## config.mk

```make
export PLATFORM = sky130hd
export DESIGN_NAME = decode_stage
export DESIGN_NICKNAME = d
export VERILOG_FILES = /design/src/rtl/decode_stage.sv
export SDC_FILE = /design/constraint.sdc
export NUM_CORES = 1
export LEC_CHECK = 0
export BUFFER_PORTS_ARGS = -buffer_cell sky130_fd_sc_hd__buf_2
export CORE_AREA = 4 4 275 277
export CTS_CLUSTER_DIAMETER = 60
export DETAILED_ROUTE_END_ITERATION = 16
export DIE_AREA = 0 0 279 281
export PLACE_DENSITY = 0.46
export SYNTH_ARGS = -nofsm -noshare
export SYNTH_HDL_FRONTEND = slang
export SYNTH_SLANG_ARGS = --single-unit
```

## constraint.sdc

```tcl
create_clock -name clk -period 3.2 [get_ports clk]
set_input_delay 0.16 -clock clk [delete_from_list [all_inputs] [get_ports clk]]
set_output_delay 0.16 -clock clk [all_outputs]
set_load 0.005 [all_outputs]
```

## src/rtl/decode_stage.sv

```systemverilog
// decode_stage: RV32/RV64 integer instruction decode with EX/MEM operand
// forwarding, a load-use interlock and a one-entry valid/ready output register.
module decode_stage #(
  parameter int XLEN   = 64,
  parameter int FWD_EN = 1
) (
  input  logic            clk,
  input  logic            rst,
  input  logic            in_valid,
  output logic            in_ready,
  input  logic [31:0]     inst_i,
  input  logic [XLEN-1:0] pc_i,
  input  logic            flush_i,
  output logic [4:0]      rs1_addr_o,
  output logic [4:0]      rs2_addr_o,
  input  logic [XLEN-1:0] rs1_rdata_i,
  input  logic [XLEN-1:0] rs2_rdata_i,
  input  logic            ex_we_i,
  input  logic [4:0]      ex_waddr_i,
  input  logic [XLEN-1:0] ex_wdata_i,
  input  logic            ex_is_load_i,
  input  logic            mem_we_i,
  input  logic [4:0]      mem_waddr_i,
  input  logic [XLEN-1:0] mem_wdata_i,
  output logic            out_valid,
  input  logic            out_ready,
  output logic [31:0]     inst_o,
  output logic [XLEN-1:0] pc_o,
  output logic [XLEN-1:0] op1_o,
  output logic [XLEN-1:0] op2_o,
  output logic [XLEN-1:0] imm_o,
  output logic [4:0]      rd_o,
  output logic            rd_we_o,
  output logic [11:0]     csr_addr_o,
  output logic            csr_we_o,
  output logic            illegal_o,
  output logic [31:0]     stall_cnt_o
);

  localparam bit IS64 = (XLEN == 64);

  localparam logic [6:0] OPC_LOAD     = 7'b0000011;
  localparam logic [6:0] OPC_MISC_MEM = 7'b0001111;
  localparam logic [6:0] OPC_OP_IMM   = 7'b0010011;
  localparam logic [6:0] OPC_AUIPC    = 7'b0010111;
  localparam logic [6:0] OPC_OP_IMM32 = 7'b0011011;
  localparam logic [6:0] OPC_STORE    = 7'b0100011;
  localparam logic [6:0] OPC_OP       = 7'b0110011;
  localparam logic [6:0] OPC_LUI      = 7'b0110111;
  localparam logic [6:0] OPC_OP32     = 7'b0111011;
  localparam logic [6:0] OPC_BRANCH   = 7'b1100011;
  localparam logic [6:0] OPC_JALR     = 7'b1100111;
  localparam logic [6:0] OPC_JAL      = 7'b1101111;
  localparam logic [6:0] OPC_SYSTEM   = 7'b1110011;

  typedef struct packed {
    logic [31:0]     inst;
    logic [XLEN-1:0] pc;
    logic [XLEN-1:0] op1;
    logic [XLEN-1:0] op2;
    logic [XLEN-1:0] imm;
    logic [4:0]      rd;
    logic            rd_we;
    logic [11:0]     csr_addr;
    logic            csr_we;
    logic            illegal;
  } bundle_t;

  logic [6:0]      opcode;
  logic [2:0]      funct3;
  logic [6:0]      funct7;
  logic [4:0]      rs1_a, rs2_a, rd_a;
  logic [XLEN-1:0] imm_i, imm_s, imm_b, imm_u, imm_j;
  logic [XLEN-1:0] rs1_val, rs2_val;
  logic            dec_legal, dec_use_rs1, dec_use_rs2, dec_has_rd, dec_csr_we;
  logic [XLEN-1:0] dec_op1, dec_op2, dec_imm;
  logic [11:0]     dec_csr_addr;
  logic            load_use, accept;
  bundle_t         bundle_d, bundle_q;
  logic            out_valid_d, out_valid_q;
  logic [31:0]     stall_cnt_d, stall_cnt_q;

  assign opcode     = inst_i[6:0];
  assign funct3     = inst_i[14:12];
  assign funct7     = inst_i[31:25];
  assign rs1_a      = inst_i[19:15];
  assign rs2_a      = inst_i[24:20];
  assign rd_a       = inst_i[11:7];
  assign rs1_addr_o = rs1_a;
  assign rs2_addr_o = rs2_a;

  assign imm_i = XLEN'($signed(inst_i[31:20]));
  assign imm_s = XLEN'($signed({inst_i[31:25], inst_i[11:7]}));
  assign imm_b = XLEN'($signed({inst_i[31], inst_i[7], inst_i[30:25], inst_i[11:8], 1'b0}));
  assign imm_u = XLEN'($signed({inst_i[31:12], 12'b0}));
  assign imm_j = XLEN'($signed({inst_i[31], inst_i[19:12], inst_i[20], inst_i[30:21], 1'b0}));

  // Source operand selection: x0 is hardwired zero, then EX beats MEM beats regfile.
  always_comb begin
    rs1_val = rs1_rdata_i;
    rs2_val = rs2_rdata_i;
    if (rs1_a == 5'd0) rs1_val = '0;
    else if (FWD_EN != 0 && ex_we_i && ex_waddr_i == rs1_a) rs1_val = ex_wdata_i;
    else if (FWD_EN != 0 && mem_we_i && mem_waddr_i == rs1_a) rs1_val = mem_wdata_i;
    if (rs2_a == 5'd0) rs2_val = '0;
    else if (FWD_EN != 0 && ex_we_i && ex_waddr_i == rs2_a) rs2_val = ex_wdata_i;
    else if (FWD_EN != 0 && mem_we_i && mem_waddr_i == rs2_a) rs2_val = mem_wdata_i;
  end

  // Instruction class decode: legality, register usage, operands and immediate.
  always_comb begin
    dec_legal    = 1'b1;
    dec_use_rs1  = 1'b0;
    dec_use_rs2  = 1'b0;
    dec_has_rd   = 1'b0;
    dec_csr_we   = 1'b0;
    dec_op1      = '0;
    dec_op2      = '0;
    dec_imm      = '0;
    dec_csr_addr = '0;
    case (opcode)
      OPC_LOAD, OPC_OP_IMM, OPC_JALR, OPC_OP_IMM32: begin
        dec_use_rs1 = 1'b1;
        dec_has_rd  = 1'b1;
        dec_op1     = rs1_val;
        dec_op2     = imm_i;
        dec_imm     = imm_i;
        if (opcode == OPC_LOAD)
          dec_legal = (funct3 != 3'd7) && (IS64 || (funct3 != 3'd3 && funct3 != 3'd6));
        else if (opcode == OPC_JALR)
          dec_legal = (funct3 == 3'd0);
        else if (opcode == OPC_OP_IMM32)
          dec_legal = IS64 && ((funct3 == 3'd0) || (funct3 == 3'd1 && funct7 == 7'h00) ||
                               (funct3 == 3'd5 && (funct7 == 7'h00 || funct7 == 7'h20)));
        else if (funct3 == 3'd1)
          dec_legal = IS64 ? (inst_i[31:26] == 6'h00) : (funct7 == 7'h00);
        else if (funct3 == 3'd5)
          dec_legal = IS64 ? (inst_i[31:26] == 6'h00 || inst_i[31:26] == 6'h10)
                           : (funct7 == 7'h00 || funct7 == 7'h20);
      end
      OPC_OP, OPC_OP32: begin
        dec_use_rs1 = 1'b1;
        dec_use_rs2 = 1'b1;
        dec_has_rd  = 1'b1;
        dec_op1     = rs1_val;
        dec_op2     = rs2_val;
        if (opcode == OPC_OP)
          dec_legal = (funct7 == 7'h00) || (funct7 == 7'h20 && (funct3 == 3'd0 || funct3 == 3'd5));
        else
          dec_legal = IS64 &&
                      ((funct7 == 7'h00 && (funct3 == 3'd0 || funct3 == 3'd1 || funct3 == 3'd5)) ||
                       (funct7 == 7'h20 && (funct3 == 3'd0 || funct3 == 3'd5)));
      end
      OPC_BRANCH, OPC_STORE: begin
        dec_use_rs1 = 1'b1;
        dec_use_rs2 = 1'b1;
        dec_op1     = rs1_val;
        dec_op2     = rs2_val;
        if (opcode == OPC_BRANCH) begin
          dec_imm   = imm_b;
          dec_legal = (funct3 != 3'd2) && (funct3 != 3'd3);
        end else begin
          dec_imm   = imm_s;
          dec_legal = (funct3 < 3'd3) || (IS64 && funct3 == 3'd3);
        end
      end
      OPC_LUI: begin
        dec_has_rd = 1'b1;
        dec_op2    = imm_u;
        dec_imm    = imm_u;
      end
      OPC_AUIPC: begin
        dec_has_rd = 1'b1;
        dec_op1    = pc_i;
        dec_op2    = imm_u;
        dec_imm    = imm_u;
      end
      OPC_JAL: begin
        dec_has_rd = 1'b1;
        dec_op1    = pc_i;
        dec_op2    = imm_j;
        dec_imm    = imm_j;
      end
      OPC_MISC_MEM: dec_legal = (funct3 == 3'd0) || (funct3 == 3'd1);
      OPC_SYSTEM: begin
        dec_csr_addr = inst_i[31:20];
        dec_imm      = imm_i;
        if (funct3 == 3'd4) begin
          dec_legal = 1'b0;
        end else if (funct3 != 3'd0) begin
          dec_has_rd = 1'b1;
          dec_csr_we = 1'b1;
          if (funct3[2]) begin
            dec_op1 = XLEN'(rs1_a);
          end else begin
            dec_use_rs1 = 1'b1;
            dec_op1     = rs1_val;
          end
        end
      end
      default: dec_legal = 1'b0;
    endcase
    if (!dec_legal) begin
      dec_use_rs1  = 1'b0;
      dec_use_rs2  = 1'b0;
      dec_has_rd   = 1'b0;
      dec_csr_we   = 1'b0;
      dec_op1      = '0;
      dec_op2      = '0;
      dec_imm      = '0;
      dec_csr_addr = '0;
    end
  end

  assign load_use = in_valid && ex_is_load_i && ex_we_i && (ex_waddr_i != 5'd0) &&
                    ((dec_use_rs1 && ex_waddr_i == rs1_a) || (dec_use_rs2 && ex_waddr_i == rs2_a));
  assign in_ready = (!out_valid_q || out_ready) && !load_use && !flush_i;
  assign accept   = in_valid && in_ready;

  // Output register next state: flush kills, accept loads, consume empties, otherwise hold.
  always_comb begin
    bundle_d    = bundle_q;
    out_valid_d = out_valid_q;
    stall_cnt_d = stall_cnt_q;
    if (flush_i) begin
      out_valid_d = 1'b0;
    end else if (accept) begin
      out_valid_d       = 1'b1;
      bundle_d.inst     = inst_i;
      bundle_d.pc       = pc_i;
      bundle_d.op1      = dec_op1;
      bundle_d.op2      = dec_op2;
      bundle_d.imm      = dec_imm;
      bundle_d.rd       = dec_has_rd ? rd_a : 5'd0;
      bundle_d.rd_we    = dec_has_rd && (rd_a != 5'd0);
      bundle_d.csr_addr = dec_csr_addr;
      bundle_d.csr_we   = dec_csr_we;
      bundle_d.illegal  = !dec_legal;
    end else if (out_ready) begin
      out_valid_d = 1'b0;
    end
    if (load_use && stall_cnt_q != 32'hFFFF_FFFF) stall_cnt_d = stall_cnt_q + 32'd1;
  end

  // State registers with synchronous reset.
  always_ff @(posedge clk) begin
    if (rst) begin
      out_valid_q <= 1'b0;
      bundle_q    <= '0;
      stall_cnt_q <= '0;
    end else begin
      out_valid_q <= out_valid_d;
      bundle_q    <= bundle_d;
      stall_cnt_q <= stall_cnt_d;
    end
  end

  assign out_valid   = out_valid_q;
  assign inst_o      = bundle_q.inst;
  assign pc_o        = bundle_q.pc;
  assign op1_o       = bundle_q.op1;
  assign op2_o       = bundle_q.op2;
  assign imm_o       = bundle_q.imm;
  assign rd_o        = bundle_q.rd;
  assign rd_we_o     = bundle_q.rd_we;
  assign csr_addr_o  = bundle_q.csr_addr;
  assign csr_we_o    = bundle_q.csr_we;
  assign illegal_o   = bundle_q.illegal;
  assign stall_cnt_o = stall_cnt_q;

endmodule

```

==> parameters.txt <==
Parameter                              Value

Die
  Width of the die ... 279 um
  Total Die Area ... 78400 sq um
  Starting utilization of the core area ... 0.235
  Floorplan die height ... 281 um
  I/O pins ... 722
  Area of the core ... 72800 sq um
  Count of standard-cell rows ... 99

Final layout
  Area Growth Syn to Fin ... 42.6%
  Net total in the final layout ... 3019
  Share of post-route cells with drive strength above 1 ... 0.374

CTS
  Clock sink total ... 309
  Number of levels the H-tree was split into ... 2
  CTS Buffer Depth ... 3
  Clock Latency Late Sink ... 0.58 ns
  Clock tree from TritonCTS ... yes
  Clock root buffer ... sky130_fd_sc_hd__clkbuf_16
  TritonCTS buffer count ... 46
  Post-CTS clock slew at the launch and capture registers of the worst setup and hold paths ... 0.06 ns

Drt
  Post-detailed-routing wire length ... 97400 um
  Met2 layer wire length in the routed design ... 46700 um
  Count of antenna-violating nets left after detailed routing ... 0
  Sum of routed wire segments on met1 ... 40600 um
  Via count ... 19100
  Residual DRC count ... 0
  Via density ... 5.25
  Wirelength per Cell ... 26.7 um
  Routed length on met3 ... 6950 um
  First-pass iteration count of the detailed router ... 6
  Starting DRC count in detailed routing ... 1204
  Top routing layer used ... met5

STA
  Top achievable clock speed ... 323 MHz
  Worst Max-Slew Pin Slew ... 0.935 ns
  Hold slack final ... 0.0272 ns
  Setup repair after global routing missed its margin ... no
  Setup-failing EPs final ... 0
  Final setup TNS ... 0 ns
  Post-layout minimum cycle time ... 3.09 ns
  Post-route fraction of the period consumed by the critical path ... 0.967
  Worst slew margin relative to its limit ... 0.375
  Pins Over Slew Limit ... 0
  Count of final hold-check violations ... 0
  Fin Clk Skew ... 0.0246 ns

Yosys
  Top cell type's share of synthesized area ... 0.361
  Share of synthesized area occupied by flip-flops and latches ... 0.361
  Synthesis Warnings ... 0
  Synth unique cells ... 72
  Post-Synthesis Net Count ... 2298
  Area leader, netlist ... sky130_fd_sc_hd__dfxtp_1
  Largest cells by area after synthesis ... sky130_fd_sc_hd__dfxtp_1 (36%), sky130_fd_sc_hd__o21ai_0 (6.0%), sky130_fd_sc_hd__nand4b_1 (5.0%)
  Average instance area after synthesis ... 8.90 sq um
  Leading register cell type out of synthesis ... sky130_fd_sc_hd__dfxtp_1
  Number of enable flip-flop cells after synthesis ... 0
  Share of synthesized registers carrying an async set or reset ... 0
  Instance count of the mapped netlist ... 1927
  Total standard cell area after synthesis ... 17100 sq um
  Top post-synthesis cells by count ... sky130_fd_sc_hd__dfxtp_1 (309), sky130_fd_sc_hd__o21ai_0 (206), sky130_fd_sc_hd__clkbuf_1 (129), sky130_fd_sc_hd__nand2b_1 (120), sky130_fd_sc_hd__nand2_1 (101)
  Count leader, synth ... sky130_fd_sc_hd__dfxtp_1
  Register bit total from synthesis ... 309

Critical path
  Reg-to-Reg Start ... out_valid$_SDFFE_PP0P_
  CP Data Required Time ... 3.64 ns
  Kind of start point of the critical path ... primary input
  Depth of the most critical reg-to-reg path ... 6
  Critical Setup Path Class ... in -> reg
  Timing startpoint of the critical path ... inst_i[17]
  Worst Path Arrival ... 3.54 ns
  Maximum fanout encountered on the critical timing path ... 15
  Kind of end point of the critical path ... flop

Power
  Cell Pwr Density ... 429 nW/um^2
  Worst voltage drop across the vdd grid ... 0.336 mV
  Proportion of total power due to net switching ... 0.270
  Clk pwr share ... 0.493
  Power share of the sequential group ... 0.376
  Comb power frac ... 0.131
  P_sw ... 0.00283 W
  Internal power component ... 0.00767 W
  Leak pwr ... 10.0 nW

Placement
  Last weighted congestion value of the routability-driven placer ... 0.914
  Detailed placement HPWL ... 71700 um
  Input/output buffers ... 721

GRT
  First-pass GRT wire length ... 136000 um
  GRT Overall Usage ... 0.231
  Number of global-route vias before repair ... 19000
  Aggregate global routing overflow ... 0
  Pin count of the biggest net entering global routing ... 125
  Number of antenna violations at the first check in global routing ... 11

Min path
  Startpoint of the lowest-slack hold path ... ex_wdata_i[53]
  Hold Crit Class ... in -> reg
  Worst hold path cell count ... 4

Job
  Number of maximum-capacitance violations ... 0

Outcome
  Run status ... finished clean
-- metal layers --
layer	vias to the layer above	global-route usage
li1	8637	-
met1	9432	0.293
met2	919	0.396
met3	153	0.0469
met4	4	0.0729
met5	-	0
-- state kept, by name, summed over array words and instances (netlist names), 5 cells and up --
| name | count |
|---|---|
| op2_o | 64 |
| op1_o | 64 |
| csr_addr_o | 12 |
| inst_o | 32 |
| rd_o | 5 |
| imm_o | 32 |
| stall_cnt_o | 32 |
| pc_o | 64 |
-- final timing paths --
kind,to,slack [ns]
max,op1_o[49]$_SDFFE_PP0P_,0.11
min reg2reg,op1_o[20]$_SDFFE_PP0P_,0.46
min,op1_o[53]$_SDFFE_PP0P_,0.03
max reg2reg,out_valid$_SDFFE_PP0P_,0.42
-- metrics by stage --
stage	setup slack (ns)	utilization	power (W)	std cells	cell area, sq um
2_1_floorplan	0.954	-	0.00457	1927	17100
3_3_place_gp	0.322	0.295	0.00526	3416	21500
3_5_place_dp	0.317	0.295	0.00526	3416	21500
4_1_cts	0.106	0.335	0.0106	3636	24400
5_1_grt	0.0301	0.336	0.0109	3644	24400
6_report	0.106	0.336	0.0105	3647	24500
-- layout make-up --
class	count	area (sq um)
diodes	8	20.0
clock buffers	63	1300
clock inverters	17	239
fillers	7750	48400
inverters	7	26.3
multi-input cells	1360	9730
flip-flops and latches	309	6190
well taps	959	1200
repair buffers	924	5760
-- cells in the final DEF (no fill, tap or decap), types with 33 or more instances in the layout --
cell type                       count
sky130_fd_sc_hd__dfxtp_1          309
sky130_fd_sc_hd__nand4b_1          97
sky130_fd_sc_hd__buf_2            719
sky130_fd_sc_hd__a22o_1            87
sky130_fd_sc_hd__nand4_1           33
sky130_fd_sc_hd__a32oi_1           59
sky130_fd_sc_hd__mux2i_1           60
sky130_fd_sc_hd__clkbuf_16         48
sky130_fd_sc_hd__nor2b_1           86
sky130_fd_sc_hd__o21ai_0          206
sky130_fd_sc_hd__dlygate4sd3_1    140
sky130_fd_sc_hd__nand2_1           99
sky130_fd_sc_hd__nor2_1            34
sky130_fd_sc_hd__o22ai_1           35
sky130_fd_sc_hd__o2bb2ai_2         40
sky130_fd_sc_hd__or2_2             60
sky130_fd_sc_hd__buf_4             42
sky130_fd_sc_hd__a211oi_1          65
sky130_fd_sc_hd__nand2b_1         120
-- timing repair --
item | 4_1_cts | 5_1_grt
hold endpoints to repair | 172 | 0
gates resized for setup | 0 | 2
hold buffers | 140 | 0
setup endpoints to repair | 0 | 20
setup buffers | 0 | 2
-- critical path, cell delays in order --
cell and delay [ns]:
sky130_fd_sc_hd__dlygate4sd3_1 0.53, sky130_fd_sc_hd__buf_2 0.21, sky130_fd_sc_hd__xor2_1 0.19, sky130_fd_sc_hd__nor4_1 0.31, sky130_fd_sc_hd__and3_4 0.55, sky130_fd_sc_hd__buf_4 0.35, sky130_fd_sc_hd__mux2i_1 0.23, sky130_fd_sc_hd__nand2_1 0.10
sky130_fd_sc_hd__a32oi_1 0.23, sky130_fd_sc_hd__dlygate4sd3_1 0.59, sky130_fd_sc_hd__o2bb2ai_2 0.05
-- power by group through the flow --
| stage | Clock [W] | Combinational, W | Sequential [W] |
|---|---|---|---|
| after floorplan | 0 | 0.000542 | 0.00403 |
| after global placement | 0 | 0.00123 | 0.00403 |
| after detailed placement | 0 | 0.00123 | 0.00403 |
| after CTS | 0.00531 | 0.00137 | 0.00395 |
| after global routing | 0.00545 | 0.00146 | 0.00395 |
| final | 0.00518 | 0.00137 | 0.00395 |
-- cell families after synthesis --
logic type                 Yosys count  share of synthesized area
adders and majority gates            1                   0.000730
buffers and inverters              258                     0.0768
muxes                               84                     0.0508
xor gates and xnor gates            20                     0.0102
DFF                                309                      0.361
AOI/OAI and AO/OA                  621                      0.271
and+or+nand+nor                    634                      0.229
(Power assumes the default switching activity.)
